File: src/rtl/reg_dump_seq_pkg.sv
// Shared types and defaults for the run-then-dump register sequencer.
package reg_dump_seq_pkg;

    localparam int NUM_REGS_DEF = 32;
    localparam int CNT_W_DEF    = 12;
    localparam int IDX_W        = 5;

    typedef enum logic [2:0] {
        S_IDLE,
        S_RUN,
        S_FETCH,
        S_PRESENT,
        S_DONE
    } state_t;

endpackage

File: src/rtl/reg_dump_seq.sv
// Runs the processor for a programmed number of cycles, then streams out the register file.
// Define REG_DUMP_SKIP_ZERO_EN to skip register 0 in the dump.
module reg_dump_seq
    import reg_dump_seq_pkg::*;
#(
    parameter int NUM_REGS = NUM_REGS_DEF,
    parameter int CNT_W    = CNT_W_DEF
) (
    input  logic             clock,
    input  logic             reset,
    input  logic             start,
    input  logic [CNT_W-1:0] num_cycles,
    output logic             cpu_run,
    input  logic [4:0]       cpu_rs1,
    output logic [4:0]       rf_rs1,
    input  logic [31:0]      rf_dataA,
    output logic             dump_valid,
    input  logic             dump_ready,
    output logic [4:0]       dump_idx,
    output logic [31:0]      dump_data,
    output logic [CNT_W-1:0] cycle_count,
    output logic             done
);

    localparam logic [IDX_W-1:0] LAST_IDX = IDX_W'(NUM_REGS - 1);
`ifdef REG_DUMP_SKIP_ZERO_EN
    localparam logic [IDX_W-1:0] FIRST_IDX = IDX_W'(1);
`else
    localparam logic [IDX_W-1:0] FIRST_IDX = IDX_W'(0);
`endif

    state_t           state, state_nxt;
    logic [IDX_W-1:0] idx;
    logic [CNT_W-1:0] cnt_lim;
    logic             run_last;

    // Last run cycle is the one whose pre-increment count equals limit-1.
    assign run_last = (cycle_count == cnt_lim - CNT_W'(1));

    always_ff @(posedge clock or posedge reset) begin
        if (reset) state <= S_IDLE;
        else       state <= state_nxt;
    end

    always_comb begin
        state_nxt  = state;
        cpu_run    = 1'b0;
        dump_valid = 1'b0;
        done       = 1'b0;
        rf_rs1     = idx;
        case (state)
            S_IDLE, S_DONE: begin
                rf_rs1 = (state == S_IDLE) ? cpu_rs1 : idx;
                done   = (state == S_DONE);
                if (start) state_nxt = (num_cycles == '0) ? S_FETCH : S_RUN;
            end
            S_RUN: begin
                cpu_run = 1'b1;
                rf_rs1  = cpu_rs1;
                if (run_last) state_nxt = S_FETCH;
            end
            S_FETCH:   state_nxt = S_PRESENT;
            S_PRESENT: begin
                dump_valid = 1'b1;
                if (dump_ready) state_nxt = (idx == LAST_IDX) ? S_DONE : S_FETCH;
            end
            default:   state_nxt = S_IDLE;
        endcase
    end

    always_ff @(posedge clock or posedge reset) begin
        if (reset) begin
            idx         <= '0;
            cnt_lim     <= '0;
            cycle_count <= '0;
            dump_idx    <= '0;
            dump_data   <= '0;
        end else begin
            case (state)
                S_IDLE, S_DONE: begin
                    if (start) begin
                        cnt_lim     <= num_cycles;
                        cycle_count <= '0;
                        idx         <= FIRST_IDX;
                    end
                end
                S_RUN: cycle_count <= cycle_count + CNT_W'(1);
                S_FETCH: begin
                    dump_data <= rf_dataA;
                    dump_idx  <= idx;
                end
                S_PRESENT: begin
                    // Index saturates at the last register; DONE takes over from there.
                    if (dump_ready && idx != LAST_IDX) idx <= idx + IDX_W'(1);
                end
                default: ;
            endcase
        end
    end

endmodule

File: config.mk
export PLATFORM = sky130hd
export DESIGN_NAME = reg_dump_seq
export DESIGN_NICKNAME = d
export VERILOG_FILES = /design/src/rtl/reg_dump_seq_pkg.sv /design/src/rtl/reg_dump_seq.sv
export SDC_FILE = /design/constraint.sdc
export NUM_CORES = 1
export LEC_CHECK = 0
export CELL_PAD_IN_SITES_DETAIL_PLACEMENT = 0
export CELL_PAD_IN_SITES_GLOBAL_PLACEMENT = 1
export CORE_MARGIN = 1
export CORE_UTILIZATION = 32
export CTS_BUF_LIST = sky130_fd_sc_hd__clkbuf_8
export CTS_CLUSTER_SIZE = 28
export DETAILED_ROUTE_END_ITERATION = 6
export PLACE_DENSITY_LB_ADDON = 0.12
export SKIP_LAST_GASP = 1
export SYNTH_ARGS = -nofsm -noshare
export SYNTH_HDL_FRONTEND = slang
export SYNTH_SLANG_ARGS = --single-unit
File: constraint.sdc
create_clock -name clock -period 2.15 [get_ports clock]
set_input_delay 0.43 -clock clock [delete_from_list [all_inputs] [get_ports clock]]
set_output_delay 0.43 -clock clock [all_outputs]
set_load 0.03 [all_outputs]
# Yosys cells after proc, flatten, opt, wreduce, memory -nomap -nowiden
# Cells that the tools add are included.
# word_totals
reg_bits	69
output_inout_bits	57
inputBits	53
elab_cells	46
# classes
eq_ne	11
n_reduce_logical	10
mux	16
add_sub_neg	3
# ops
cell	count
$pmux 12 s2	1
$pmux 5 s2	2
$mux 5	3
$add 12x1->12 const B	1
$eq 12x12->1	1
$logic_not 12->1	1
$mux 12	1
$mux 3	4
$pmux 3 s4	1
$sub 12x1->12 const B	1
$ne 2x2->1 const B	4
$eq 3x2->1 const B	2
$reduce_and 3->1	2
$add 5x1->5 const B	1
$eq 5x5->1 const B	1
$ne 5x5->1 const B	1
$reduce_and 2->1	2
$reduce_bool 2->1	2
$eq 3x1->1 const B	1
$eq 3x3->1 const B	1
$logic_not 3->1	1
$mux 1	3
$mux 2	1
$reduce_or 2->1	1
$logic_and 1x1->1	1

# Logic depth before layout (Yosys ltp)
# depth
depth_word	4
depth_mapped	9

# Least setup slack after synthesis
# No wires, ideal clock.
# synth_path
kind	flip-flop to flip-flop
startpoint	register cnt_lim[2]
endpoint	register state[0]
setup_slack_ps	42
setup_ps	126
period_less_slack_ps	2108
t_arrival_ps	1981
stages_incl_launch_ff	7
path_cell_list	dfrtp_1 > nor4_4 > nand2_2 > or3_4 > a2111oi_4 > a21oi_1 > a311o_1
# synth_between
elab_chain_len	4
# synth_lines
item	line	source
from (decl)	reg_dump_seq.sv:34	logic [CNT_W-1:0] cnt_lim;
from (signal assigned)	reg_dump_seq.sv:82	cnt_lim <= num_cycles;
$sub 12x1->12	reg_dump_seq.sv:38	assign run_last = (cycle_count == cnt_lim - CNT_W'(1));
$eq 12x12->1	reg_dump_seq.sv:38	
$ne 2x2->1 (no line)	n/a	
$reduce_and 3->1 (no line)	n/a	
to (signal assigned)	reg_dump_seq.sv:42	else state <= state_nxt;
to (decl)	reg_dump_seq.sv:32	state_t state, state_nxt;
# No other way between the ends.
# A chain may end at the register's enable or synchronous reset.

# Worst setup path after layout
# layout_path
startpoint	register cnt_lim[1]
endpoint	register state[0]
# The elaborated chain is that of the path after synthesis.

==> metrics <==
setup tns final=0 ns; max-cap check violation count=0; Die X-Extent=103 µm; vias in the first global route=2641; met3 usage=0.0363; Starting Density=0.333; Post-CTS Setup Inserts=0; most common cell after layout, fill and taps aside=clkdlybuf4s50_1; leading post-synthesis cells by cell area=dfrtp_1 53%, mux2_2 14%, nand2_1 5.8%; RSZ-0062 raised after global routing=true; initial antenna violation count=0; Total Wirelength=8260 µm; Fin Hold WS=0.433 ns; Die H=103 µm; sequential power share=0.301; hold_buf cts=0; syn_nets=355; clock sink total=69; Worst Path Class, Setup=flop to flop; Top Family by Delay on Critical Path=compound AO/OA/AOI/OAI gates; post-route ant nets=0; Final Max Tran Viols=0; n_diodes=0; Placer Congestion=0.816; largest net degree at the start of global routing=55; area of the multi-input gates=1500 µm²; share of layout cells above drive strength 1=0.224; CTS Buffer Depth=2; Area growth syn-to-layout=50.8%; # IOs=110; Syn Area/Cell=11.0 µm²; CTS root buffer=clkbuf_8; latest clock arrival within the worst-skew pair=0.34 ns; CTS tree=built; slew of the pin with the lowest slew margin=0.445 ns; power per standard cell area=1620 nW/µm²; crit path launch type=flop; Buf+Inv Stages, Crit Path=1; Post-synth EDFFs=0; Rows=36; relative slew slack=0.701; Worst VDD drop=672 µV; Post-Syn Area=3280 µm²; Switching Share=0.408; CP arrival=2.32 ns; via count=2674; global-route wire length before repair=13200 µm; final hold vios=0; Syn Inst Count=298; drt drc=0; DP HPWL=6100 µm; dominant cell type by area after synthesis=dfrtp_1; GR peak layer=met2; Detailed Routing Iterations Pass 1=4; # fillers=914; status=finished, final reports clean; ys flop type=dfrtp_1; NumNets Final=487; met2 Use GR=0.257; CTS clk-pin slew, worst paths=0.08 ns; FFs w/ async S/R, synth=1.00; Crit. End Element=flop; critical path, cell by cell=inv_1 -> ha_1 -> o21ba_2 -> a221oi_1 -> a41oi_1 -> a2111oi_4 -> a21oi_2 -> a311o_1; post-synth top area share=0.526; fmax=0.478 GHz; Final min period=2.09 ns; Min-Delay Path Class=primary input to asynchronous set/reset pin; commonest cells after routing, fill and taps aside=101 x clkdlybuf4s50_1, 69 x dfrtp_1, 51 x nand2_1; cell internal pwr=4740 µW; Switching Power=3260 µW; Port Buffers=109; CP max-delay cell=dfrtp_1; grt met1 use=0.222; highest cell delay on the worst timing path=0.40 ns; Lkg Pwr=0.00214 µW; Clock Skews=0.0120 ns; core area=9860 µm²; Starting DRT DRC Count=93; Setup violations, final=0; die area=10700 µm²; post-synth cell types=41; register bit count reported by yosys=69; register area share after synthesis=0.526; combinational power share=0.541; period utilization=0.973; WP data required=2.37 ns; FF+latch area=1730 µm²; CTS resizes=16; drt wl/cell=14.6 µm; Vias/cell=4.72; worst-path maximum fanout=4; Inserted Clock Buffers=9; Total GRT Usage=0.164; Yosys warnings=0; H-tree Lvls=3; Clock Power Share=0.159; Overflow after GRT=0
layer usage:
| metal | up-vias | share of wire |
|---|---|---|
| met5 | - | 0 |
| met4 | 0 | 0.014 |
| met3 | 11 | 0.043 |
| met2 | 67 | 0.48 |
| met1 | 1291 | 0.46 |
| li1 | 1305 | - |
worst paths after layout:
check / startpoint / to / slack, ns / cells after the start
setup reg to reg: cnt_lim[1] / state[0] / 0.06 / 8
hold / removal: reset / cycle_count[4] / 0.43 / 2
hold reg to reg: cnt_lim[11] / cnt_lim[11] / 0.50 / 2
setup / recovery: cnt_lim[1] / state[0] / 0.06 / 8
min in group clock: cnt_lim[11] / cnt_lim[11] / 0.50 / 2
max in group asynchronous: reset / cnt_lim[4] / 1.10 / 3
cell usage after synthesis (all sizes together), types with 2 or more instances:
cell type   n
dfrtp      69
nand2      52
mux2       42
nand3      19
nor2       13
o21ai      12
clkbuf     10
inv         9
xnor2       9
xor2        9
mux2i       5
nor3        5
nor4        5
a21oi       4
ha          4
nand4       4
and3        3
nor2b       3
a211oi      2
a31oi       2
area by class of cell:
class,instances,share of cell area
clock inverter,6,0.0225
sequential,69,0.349
tap,133,0.0336
multi-input combinational,209,0.303
clock buffer,9,0.0250
inverter,9,0.00758
timing repair buffer,132,0.260
logic make-up after synthesis:
kind of cell | Yosys count | share of synthesized area
fa+ha+maj | 4 | 0.0152
flops | 69 | 0.526
simple gates | 110 | 0.163
compound gates | 30 | 0.0652
xor+xnor | 18 | 0.0480
buf+inv | 20 | 0.0232
mux | 47 | 0.159
state kept, by name (all words and copies together), names as in the netlist:
signal	cells
cnt_lim	12
cycle_count	12
dump_data	32
dump_idx	5
state	3
idx	5
power groups by stage:
stage / sequential (µW) / clock (µW) / combinational, µW
2_1_floorplan: 3210 / 0 / 1830
3_3_place_gp: 2400 / 0 / 4360
3_5_place_dp: 2430 / 0 / 4390
4_1_cts: 2400 / 1320 / 4370
5_1_grt: 2500 / 1380 / 4650
6_report: 2410 / 1270 / 4330
per-stage QoR:
step	cells	area (µm²)	utilization	setup slack, ns	total power [µW]
after floorplan	298	3290	-	0.0425	5050
after global placement	552	4710	0.477	0.0480	6770
after detailed placement	552	4710	0.477	0.0286	6820
after CTS	567	4940	0.501	-0.0297	8100
after global routing	567	4950	0.502	-0.0703	8540
final	567	4950	0.502	0.0571	8000
No activity file was read; power rests on OpenSTA's default activity.
